==> src/rtl/ejercicio_2_monitor.sv <==
// Capture/statistics stage for the Ejercicio_2 outputs X, Y, Z.
// Keeps saturating rise counters per output plus a pattern-match counter,
// and serves snapshots of any counter through a request/acknowledge port.
//
// state | meaning
// IDLE  | no enable, waiting for a read request or enable
// RUN   | sampling enabled, waiting for a read request
// RESP  | snapshot held on RD_DATA, waiting for RD_ACK
module ejercicio_2_monitor #(
  parameter int         CNT_W = 8,
  parameter logic [2:0] MATCH = 3'b111
) (
  input  logic             CLK,
  input  logic             RST,
  input  logic             EN,
  input  logic             CLR,
  input  logic             X,
  input  logic             Y,
  input  logic             Z,
  input  logic             RD_REQ,
  input  logic [1:0]       RD_SEL,
  input  logic             RD_ACK,
  output logic             RD_VALID,
  output logic [CNT_W-1:0] RD_DATA,
  output logic             BUSY
);

  typedef enum logic [1:0] {
    S_IDLE = 2'd0,
    S_RUN  = 2'd1,
    S_RESP = 2'd2
  } state_t;

  localparam logic [CNT_W-1:0] CNT_MAX = '1;

  state_t           state_q, state_d;
  logic             px_q, py_q, pz_q;
  logic             px_d, py_d, pz_d;
  logic [CNT_W-1:0] cnt_q [4];
  logic [CNT_W-1:0] cnt_d [4];
  logic [CNT_W-1:0] rd_data_q, rd_data_d;
  logic             rd_valid_q, rd_valid_d;
  logic [3:0]       hit;

  // Event detection and saturating counter update; CLR wins over increments.
  always_comb begin
    hit[0] = EN & X & ~px_q;
    hit[1] = EN & Y & ~py_q;
    hit[2] = EN & Z & ~pz_q;
    hit[3] = EN & ({X, Y, Z} == MATCH);
    px_d   = EN ? X : px_q;
    py_d   = EN ? Y : py_q;
    pz_d   = EN ? Z : pz_q;
    for (int i = 0; i < 4; i++) begin
      cnt_d[i] = cnt_q[i];
      if (CLR) begin
        cnt_d[i] = '0;
      end else if (hit[i] && (cnt_q[i] != CNT_MAX)) begin
        cnt_d[i] = cnt_q[i] + CNT_W'(1);
      end
    end
  end

  // Read-port FSM: next state, snapshot capture and valid flag.
  always_comb begin
    state_d    = state_q;
    rd_data_d  = rd_data_q;
    rd_valid_d = rd_valid_q;
    case (state_q)
      S_IDLE: begin
        if (RD_REQ) begin
          state_d    = S_RESP;
          rd_data_d  = cnt_q[RD_SEL];
          rd_valid_d = 1'b1;
        end else if (EN) begin
          state_d = S_RUN;
        end
      end
      S_RUN: begin
        if (RD_REQ) begin
          state_d    = S_RESP;
          rd_data_d  = cnt_q[RD_SEL];
          rd_valid_d = 1'b1;
        end else if (!EN) begin
          state_d = S_IDLE;
        end
      end
      S_RESP: begin
        if (RD_ACK) begin
          state_d    = EN ? S_RUN : S_IDLE;
          rd_valid_d = 1'b0;
        end
      end
      default: begin
        state_d    = S_IDLE;
        rd_valid_d = 1'b0;
      end
    endcase
  end

  // State, sample and counter registers with synchronous reset.
  always_ff @(posedge CLK) begin
    if (RST) begin
      state_q    <= S_IDLE;
      px_q       <= 1'b0;
      py_q       <= 1'b0;
      pz_q       <= 1'b0;
      rd_data_q  <= '0;
      rd_valid_q <= 1'b0;
      for (int i = 0; i < 4; i++) cnt_q[i] <= '0;
    end else begin
      state_q    <= state_d;
      px_q       <= px_d;
      py_q       <= py_d;
      pz_q       <= pz_d;
      rd_data_q  <= rd_data_d;
      rd_valid_q <= rd_valid_d;
      for (int i = 0; i < 4; i++) cnt_q[i] <= cnt_d[i];
    end
  end

  assign RD_VALID = rd_valid_q;
  assign RD_DATA  = rd_data_q;
  assign BUSY     = (state_q == S_RESP);

endmodule
==> config.mk <==
export PLATFORM = sky130hd
export DESIGN_NAME = ejercicio_2_monitor
export DESIGN_NICKNAME = d
export VERILOG_FILES = /design/src/rtl/ejercicio_2_monitor.sv
export SDC_FILE = /design/constraint.sdc
export NUM_CORES = 1
export LEC_CHECK = 0
export CAP_MARGIN = 20
export CELL_PAD_IN_SITES_DETAIL_PLACEMENT = 2
export CELL_PAD_IN_SITES_GLOBAL_PLACEMENT = 2
export CORE_MARGIN = 5
export CORE_UTILIZATION = 31
export DETAILED_ROUTE_END_ITERATION = 16
export PLACE_DENSITY_LB_ADDON = 0.1
export SKIP_LAST_GASP = 1
export SLEW_MARGIN = 20
export SYNTH_ARGS = -nofsm -noshare
export SYNTH_HDL_FRONTEND = slang
export SYNTH_SLANG_ARGS = --single-unit
==> constraint.sdc <==
create_clock -name CLK -period 1.6 [get_ports CLK]
set_clock_uncertainty 0.15 [all_clocks]
set_input_delay 0.32 -clock CLK [delete_from_list [all_inputs] [get_ports CLK]]
set_output_delay 0.32 -clock CLK [all_outputs]
set_load 0.02 [all_outputs]
==> After elaboration in Yosys (flattened, before gate mapping) <==
Memories as Yosys holds them, arrays and structs flattened. A register that Yosys moved wholly into a read port is not among the register bits.
Index checks and enable logic that the tools add are counted.
W data, S select, Z words.
{ "word_totals": {"register_bits": 6, "latchBits": 0, "ramBits": 32, "rom_bits": 0, "out_inout_bits": 10, "elab_cells": 69, "n_memories": 1} }
{ "op_classes": {"n_addsub": 4, "n_mul": 0, "div": 0, "order_cmp": 0, "n_eq_ne": 11, "shifts": 0, "muxes": 25, "n_bitwise": 14, "n_reduce_logical": 9} }
{ "mem_list": {"columns": ["memory", "words", "width", "read_ports", "rd_ports_with_merged_regs", "wr", "line", "rtl"], "rows": [
  ["cnt_q", 4, 8, 5, 1, 4, "39", "logic [CNT_W-1:0] cnt_q [4];"]
]} }
{ "op_table": {"columns": ["op", "count"], "rows": [
  ["$mux W8", 12],
  ["$add A8 B1 Y8 const B", 4],
  ["$ne A8 B8 Y1 const B", 4],
  ["$mux W2", 5],
  ["$and A1 B1 Y1", 7],
  ["$mux W1", 6],
  ["$ne A3 B3 Y1 const B", 2],
  ["$pmux W2 S3", 1],
  ["$logic_and A1 B1 Y1", 4],
  ["$or A1 B1 Y1", 4],
  ["$reduce_and A2 Y1", 2],
  ["$eq A3 B3 Y1 const B", 1],
  ["$not A1 Y1", 3],
  ["$reduce_and A3 Y1", 1],
  ["$eq A2 B1 Y1 const B", 1],
  ["$eq A2 B2 Y1 const B", 1],
  ["$logic_not A2 Y1", 1],
  ["$ne A2 B1 Y1 const B", 1],
  ["$ne A2 B2 Y1 const B", 1],
  ["$pmux W1 S2", 1],
  ["$reduce_or A2 Y1", 1]
]} }

==> Logic depth before layout (Yosys ltp) <==
Gate-level depths: netlist of the first run.
{ "depth": {"word_depth": 6, "depth_mapped": 5, "ltp_nobuf": 5} }

==> Worst setup path after synthesis of the first run <==
OpenSTA, ideal clock, no wires.
{ "synth_path": {"path_type": "register to register", "startpoint": "memory cnt_q[1][0]", "endpoint": "memory cnt_q[1][0]", "t_arrival_ns": 1.247, "required_ns": 1.322, "setup_slack_ns": 0.075, "stages_incl_launch_ff": 6, "synth_period_minus_slack_ns": 1.525, "path_cell_list": "dfxtp_1 -> ha_1 -> nand4_1 -> o21ai_0 -> xor2_1 -> nor2_1"} }
{ "synth_lines": {"columns": ["element", "line"], "rows": [
  ["start: declaration", "39"]
]} }

==> flow_summary.ini, run 1 <==
[clock_tree]
numClockSinks = 46
cts_buffers = 5
root_buffer = clkbuf_8
cts_htree_levels = 2
cts_buffer_depth = 2
clk_pin_slew_ns = 0.09
ctsHoldBuffers = 0
cts_tree = yes
clk_latency_ns = 0.30

[worst_hold_path]
hold_depth = 2
holdCritStartpoint = RD_DATA[0]
whs_endpoint = RD_DATA[0]
hp-class = reg -> reg

[yosys]
async_reset_ff_frac = 0
yosysTopAreaCell = dfxtp_1
syn_area_um2 = 2270
syn_nets = 271
synth_edf_count = 0
yosysUniqueCellTypes = 40
ys_seq_area_frac = 0.406
syn_area_per_cell_um2 = 8.86
synth-seq-cells = 46
synthDominantCellAreaShare = 0.406
synth_fa_ha_area_frac = 0.0221
synthXorXnorAreaFrac = 0.0309
synthFlopType = dfxtp_1
synth_compound_area_frac = 0.143
synth_most_common_cell = dfxtp_1
synth_mux_area_frac = 0.102
synth_commonest_cells = 46 x dfxtp_1, 30 x nor2_1, 28 x nand2_1
syn-instance-count = 256
synth_top_family_by_area = simple AND/OR/NAND/NOR gates
synthTopCellsByArea = dfxtp_1 41%, mux4_2 7.9%, a21oi_1 5.1%
ys_warn_count = 0
synth_simple_gate_area_frac = 0.269

[cells_and_area]
drive_above_1_share = 0.241
final_util = 0.424
antenna_cells = 0
nets = 333
syn_to_final_growth_pct = 34.3

[timing]
period_minus_slack_ns = 1.52
max_slew_margin = 0.723
setup_viol_count_final = 0
finalHoldViolations = 0
worst_pin_slew_ns = 0.416
timing.final.ws_setup_ns = 0.0805
period_share = 0.950
fmax_ghz = 0.658
rsz0062_at_grt = false
tns_ns = 0
slew_viol_final = 0

[pwr]
powerDensity_nw_per_um2 = 743
p_sw_frac = 0.238
p_clk_frac = 0.391
vdd_drop_max_mv = 0.397
switching_power_mw = 0.538
leakagePower_nw = 1.17
pwr-share-seq = 0.515
p_int_mw = 1.73
p_comb_frac = 0.094

[detailed_routing]
ant_nets = 0
vias_per_cell = 5.26
first_iter_violations = 58
wire_per_inst_um = 17.8
dr.pass1.iters = 4
wirelength_um = 7430
drc = 0
vias = 2199

[worst_setup_path]
worstPathMaxFanout = 5
crit_slowest_cell = dfxtp_1
r2r_cells = 6
critical_path.top_delay_family = flip-flops
r2r_end = cnt_q[3][4]
max_stage_delay_ns = 0.41
setup.worst_path.class = reg -> reg
start_kind = flop
endpoint_kind = flop
rrSetupSlack_ns = 0.08
cp.arrival_ns = 1.57
crit_path_cell_trace = ha_1 > nand2_1 > nor2_1 > buf_4 > a311oi_1 > a41o_1
critPathBufInv = 1
rr_startpoint = cnt_q[3][0]
worstPathRequired_ns = 1.65

[grt]
grt_pass1_wl_um = 12300
antenna_found_initial = 0
grt_overflow_total = 0
grt_start_max_net_pins = 23
grt.total_usage = 0.176
grt_pass1_vias = 2389

[floorplan]
initial_core_util = 0.316
die_area_um2 = 9120
core-area_um2 = 7180
fp.dieH_um = 95.5
io_pins = 21
num_rows = 31
fp.dieW_um = 95.5

[placed_design]
port_buffers = 20
gp_congestion = 0.730
pre_cts_ws_ns = -0.486
hpwl_um = 5900

[job]
maxCapViolations = 0

[status]
outcome = finished clean
stage by stage:
| step | hold WS [ns] | instance area [um^2] | total power, mW | std cells |
|---|---|---|---|---|
| after floorplan | 0.239 | 2270 | 1.29 | 256 |
| after global placement | 0.295 | 2920 | 1.40 | 408 |
| after detailed placement | 0.309 | 2920 | 1.41 | 408 |
| after CTS | 0.320 | 3030 | 2.30 | 418 |
| after global routing | 0.343 | 3050 | 2.36 | 418 |
| final | 0.313 | 3050 | 2.26 | 418 |
state kept, by name (all words and copies together) (netlist names):
signal,cells
px_q,1
state_q,2
cnt_q,32
RD_DATA,8
pz_q,1
RD_VALID,1
py_q,1
metal layers:
layer  track usage  share of wire  wire length [um]
met5             0              0                 0
met4        0.0427         0.0066                49
met2         0.316           0.51              3790
met3        0.0229          0.026               194
met1         0.221           0.46              3390
kinds of logic (layout without fill, tap and decap cells):
kind of cell             count (synthesis)  count (layout)
multiplexers                            13              13
AND/OR/NAND/NOR                        116             116
adder cells (fa/ha/maj)                  4               4
AO/OA/AOI/OAI                           55              55
flip-flops                              46              46
XOR/XNOR                                 8               8
buffers and inverters                   14              77
layout make-up:
cell class              instances  area [um^2]
clock inverters                 2         37.5
multi-input cells             196         1300
fillers                       819         4130
flip-flops and latches         46          926
clock buffers                   6         72.6
well taps                      99          124
inverters                       4         15.0
repair buffers                 65          569
cells in the final DEF, fill, tap and decap left out, types with 2 or more instances in the layout:
cell type and instances:
dfxtp_1 42, buf_4 41, nor2_1 30, nand2_1 28, a21oi_1 23, dlygate4sd2_1 13, nand3_1 12, o21ai_0 11
nor3_1 10, mux4_2 8, xor2_1 8, and3_1 6, a211oi_1 6, nand4_1 5, mux2i_1 5, clkbuf_8 5
clkdlybuf4s50_1 5, inv_1 4, and4_1 4, dfxtp_2 4, buf_12 4, nor2b_1 3, o211ai_1 3, ha_1 3
nand2b_1 2, and3b_2 2, or2_2 2, a31oi_1 2, or3_1 2, o21ai_1 2, nand3b_1 2, and4b_1 2
worst register-to-register path: cells and delay by family, from the launching register on:
kind / cells / cell delay [ns]
compound gates: 2 / 0.28
fa+ha+maj: 1 / 0.23
buf+inv: 1 / 0.14
flops: 1 / 0.41
simple gates: 2 / 0.21
worst max-delay path by stage:
| stage | from | endpoint | slack [ns] | cells after the start |
|---|---|---|---|---|
| final | cnt_q[3][0] | cnt_q[3][4] | 0.08 | 6 |
| after global routing | cnt_q[1][1] | cnt_q[1][3] | 0.004 | 6 |
| after CTS | state_q[1] | BUSY | -0.09 | 2 |
| after detailed placement | EN | cnt_q[0][3] | -0.49 | 6 |
| after global placement | EN | cnt_q[0][3] | -0.44 | 6 |
| after floorplan | cnt_q[1][0] | cnt_q[1][0] | 0.07 | 5 |
what timing repair did:
item | 4_1_cts | 5_1_grt
endpoints found under the setup margin | 33 | 19
gates resized for setup | 16 | 12
pin swaps | 0 | 4
setup buffers | 2 | 0
power groups by stage:
stage                     Sequential, mW  Clock [mW]  Combinational, mW
after CTS                           1.17       0.921              0.216
after detailed placement            1.19           0              0.218
after global placement              1.19           0              0.212
final                               1.17       0.886              0.213
after global routing                1.17       0.968              0.229
after floorplan                     1.20           0             0.0942
(Power assumes the default switching activity.)
==> run 2, diff against run 1 <==
- clock period: 1.6 -> 1.33 ns (I/O delays scaled with it)
==> run 2 against run 1 <==
  * The run now ends with setup timing left
  * Core utilization grew 10 points
  * Critical path depth shrank 1
  * First-iteration DRC count grew 64%
  * Sequential share of layout area shrank 4.0 points
  * Design area grew 24%
  * Global-route usage grew 2.4 points
  * Largest power group unchanged
  * Clock-buffer cell count is the same
  * Wire length grew 47%
  * Die area is the same
==> flow_summary.ini, run 2 (synthesis results as in run 1) <==
[floorplan]
core-area_um2 = 7180
fp.dieH_um = 95.5
initial_core_util = 0.316
fp.dieW_um = 95.5
die_area_um2 = 9120
io_pins = 21
num_rows = 31

[status]
outcome = finished, violations left
violations = setup timing

[clock_tree]
clk_pin_slew_ns = 0.09
root_buffer = clkbuf_8
cts_buffer_depth = 2
cts_buffers = 5
clk_latency_ns = 0.30
cts_htree_levels = 2
cts_tree = yes
numClockSinks = 46

[timing]
max_slew_margin = 0.807
timing.final.ws_setup_ns = -0.267
period_minus_slack_ns = 1.60
finalHoldViolations = 0
worst_pin_slew_ns = 0.290
timing.hold.ws_ns = 0.337
rsz0062_at_grt = true
tns_ns = -3.74
period_share = 1.20
slew_viol_final = 0
fmax_ghz = 0.626
setup_viol_count_final = 39

[cells_and_area]
final_util = 0.526
final_common_cell = buf_4
design_area_um2 = 3780
stdcell_count = 453
drive_above_1_share = 0.582
final_cell_mix = 60 x buf_4, 23 x nor2_1, 19 x nand2_1, 19 x buf_6, 18 x dfxtp_2
regMostFlops = cnt_q
syn_to_final_growth_pct = 66.6
nets = 369
antenna_cells = 0
largest_register_ff_count = 32

[placed_design]
hpwl_um = 6110
port_buffers = 20
gp_congestion = 0.746
pre_cts_ws_ns = -0.703
placed_cell_area_um2 = 3050
dp_cells = 419

[pwr]
powerDensity_nw_per_um2 = 750
leakagePower_nw = 1.39
vdd_drop_max_mv = 0.750
p_sw_frac = 0.249
p_clk_frac = 0.393
switching_power_mw = 0.704
pwr-share-seq = 0.488
p_int_mw = 2.13
p_total_mw = 2.83
p_comb_frac = 0.119

[grt]
grt_start_max_net_pins = 23
antenna_found_initial = 1
grt_overflow_total = 0
grt_pass1_vias = 2588
grt.total_usage = 0.199
grt_pass1_wl_um = 13700

[worst_setup_path]
start_kind = flop
cp.arrival_ns = 1.65
worstPathRequired_ns = 1.38
worstPathMaxFanout = 4
endpoint_kind = flop
setup.worst_path.class = reg -> reg

[detailed_routing]
wirelength_um = 10900
dr.pass1.iters = 4
drc = 0
ant_nets = 0
vias = 2496
first_iter_violations = 95
vias_per_cell = 5.51
wire_per_inst_um = 24.1

[worst_hold_path]
hp-class = reg -> reg

[job]
maxCapViolations = 0
-- run 2: cell types whose count changed in the layout (fill, tap and decap cells not counted), sizes merged --
cell | before | now
clkbuf | 7 | 6
clkdlybuf4s50 | 5 | 3
clkdlybuf4s15 | 0 | 2
buf | 45 | 91
dlygate4sd2 | 13 | 5
dlymetal6s2s | 1 | 0
clkinvlp | 1 | 0
-- run 2: routing by layer --
layer	vias up	share of wire	global-route usage
met3	29	0.035	0.0292
met4	2	0.039	0.0569
met2	56	0.51	0.369
met5	-	0.0012	0
li1	1142	-	-
met1	1267	0.42	0.235
-- run 2: repair_timing --
action	CTS	global route
gates cloned	0	0
hold endpoints to repair	0	0
hold buffers	0	0
resized for setup	119	64
setup buffers	14	13
pin swaps	46	32
endpoints found under the setup margin	50	45
-- run 2: power groups by stage --
stage / sequential, mW / clock [mW] / combinational, mW
global route: 1.38 / 1.21 / 0.355
detailed placement: 1.44 / 0 / 0.266
global placement: 1.44 / 0 / 0.257
floorplan: 1.44 / 0 / 0.121
CTS: 1.39 / 1.14 / 0.289
finish: 1.38 / 1.11 / 0.337
-- run 2: cell type report --
type | instances | area [um^2]
Timing Repair Buffer | 101 | 863
Inverter | 4 | 15.0
Sequential cell | 46 | 996
Fill cell | 728 | 3400
Multi-Input combinational cell | 196 | 1670
Clock inverter | 1 | 30.0
Tap cell | 99 | 124
Clock buffer | 6 | 82.6
-- run 2: worst paths after layout --
check,slack [ns],from,end,cells after the start
setup / recovery,-0.27,cnt_q[1][0],cnt_q[1][4],5
hold / removal,0.34,RD_DATA[1],RD_DATA[1],2
setup reg to reg,-0.27,cnt_q[1][0],cnt_q[1][4],5
hold reg to reg,0.34,RD_DATA[1],RD_DATA[1],2
-- run 2: critical path, cell delays in order (launching register included) --
cell      delay, ns
dfxtp_4        0.38
ha_4           0.15
nand4_1        0.22
o211ai_1       0.33
xor2_1         0.20
nor2_1         0.06
==> run 3, diff against run 2 <==
- PLACE_DENSITY_LB_ADDON: 0.1 -> 0.3
==> run 3 against run 2 <==
  * The flow still finishes with violations (setup timing)
  * Flip-flop and latch count stayed put
  * Hold slack worse by 0.13 ns
  * Via count is 2.3% higher
  * Highest routed layer is now met4
  * Non-clock buffer count is 2 lower
  * Register-to-register slack worse by 0.09 ns
==> flow_summary.ini, run 3 (synthesis results as in run 1) <==
[status]
outcome = finished, violations left
violations = setup timing

[timing]
worst_pin_slew_ns = 0.336
timing.final.ws_setup_ns = -0.353
setup_viol_count_final = 39
tns_ns = -5.31
max_slew_margin = 0.773
slew_viol_final = 0
finalHoldViolations = 0
rsz0062_at_grt = true
period_minus_slack_ns = 1.68
fmax_ghz = 0.594
period_share = 1.27

[clock_tree]
cts_htree_levels = 2
clk_pin_slew_ns = 0.09
numClockSinks = 46
cts_tree = yes
clk_latency_ns = 0.34
cts_buffer_depth = 2
ctsHoldBuffers = 0
root_buffer = clkbuf_8
cts_buffers = 5

[pwr]
switching_power_mw = 0.772
p_int_mw = 1.90
p_comb_frac = 0.130
pwr-share-seq = 0.518
p_sw_frac = 0.289
p_clk_frac = 0.353
leakagePower_nw = 1.43
vdd_drop_max_mv = 0.407
powerDensity_nw_per_um2 = 698

[cells_and_area]
drive_above_1_share = 0.592
antenna_cells = 0
final_util = 0.533
syn_to_final_growth_pct = 68.7
stdcell_count = 452
largest_register_ff_count = 32
final_common_cell = buf_4
fillers = 721
nets = 367
design_area_um2 = 3820
regMostFlops = cnt_q
final_cell_mix = 58 x buf_4, 24 x nor2_1, 20 x nand2_1, 20 x buf_6, 16 x dfxtp_1

[floorplan]
core-area_um2 = 7180
initial_core_util = 0.316
fp.dieW_um = 95.5
num_rows = 31
io_pins = 21
die_area_um2 = 9120
fp.dieH_um = 95.5

[detailed_routing]
dr.pass1.iters = 4
wirelength_um = 12600
vias_per_cell = 5.65
first_iter_violations = 115
ant_nets = 0
drc = 0
vias = 2554
wire_per_inst_um = 27.8

[worst_hold_path]
hp-class = in -> reg
hold_depth = 3
holdCritStartpoint = Y
whs_endpoint = py_q

[grt]
grt_overflow_total = 0
grt.total_usage = 0.226
antenna_found_initial = 0
grt_pass1_vias = 2791
grt_pass1_wl_um = 15300
grt_start_max_net_pins = 18

[placed_design]
placed_cell_area_um2 = 3020
dp_cells = 415
pre_cts_ws_ns = -0.742
hpwl_um = 6020
gp_congestion = 0.778
port_buffers = 20

[worst_setup_path]
rrSetupSlack_ns = -0.35
r2r_end = cnt_q[1][0]
rr_startpoint = cnt_q[1][0]
r2r_cells = 6
cp.arrival_ns = 1.75
setup.worst_path.class = reg -> reg
worstPathRequired_ns = 1.39
start_kind = flop
endpoint_kind = flop
worstPathMaxFanout = 4

[job]
maxCapViolations = 0
## run 3: area by class of cell
| class | count | area (um^2) | area share |
|---|---|---|---|
| Clock buffer | 6 | 72.6 | 0.0190 |
| Tap cell | 99 | 124 | 0.0324 |
| Clock inverter | 2 | 13.8 | 0.00360 |
| Multi-Input combinational cell | 196 | 1750 | 0.458 |
| Timing Repair Buffer | 99 | 852 | 0.223 |
| Sequential cell | 46 | 996 | 0.260 |
| Inverter | 4 | 15.0 | 0.00393 |
## run 3: worst max-delay path by stage
stage | endpoint | start | slack, ns
CTS | cnt_q[1][4] | cnt_q[1][1] | -0.13
global placement | cnt_q[0][6] | EN | -0.63
finish | cnt_q[1][0] | cnt_q[1][0] | -0.35
global route | cnt_q[1][0] | cnt_q[1][0] | -0.42
detailed placement | cnt_q[0][6] | EN | -0.74
floorplan | cnt_q[0][6] | px_q | 0.002
## run 3: critical path, stage by stage (launching register included)
cell and delay (ns):
dfxtp_4 0.38, ha_4 0.15, nand4_1 0.22, buf_4 0.24
o21ai_4 0.20, xor2_1 0.17, nor2_1 0.06
## run 3: metrics by stage
step	total power, mW	hold WS [ns]
2_1_floorplan	1.56	0.185
4_1_cts	2.61	0.311
6_report	2.67	0.210
3_5_place_dp	1.70	0.300
5_1_grt	2.77	0.240
3_3_place_gp	1.69	0.295
## run 3: metal layers
layer	part of all wire	GRT usage
met1	0.38	0.247
met2	0.53	0.427
met3	0.039	0.0379
met4	0.055	0.0877
met5	0	0
## run 3: what timing repair did
action | 4_1_cts | 5_1_grt
resized for setup | 114 | 82
buffers inserted | 12 | 19
endpoints found under the setup margin | 50 | 42
pin swaps | 32 | 47
## run 3: power by group through the flow
| stage | clock network, mW | logic (mW) | registers (mW) |
|---|---|---|---|
| floorplan | 0 | 0.121 | 1.44 |
| global placement | 0 | 0.256 | 1.44 |
| detailed placement | 0 | 0.267 | 1.44 |
| CTS | 0.924 | 0.286 | 1.40 |
| global route | 1.03 | 0.360 | 1.38 |
| finish | 0.941 | 0.346 | 1.38 |
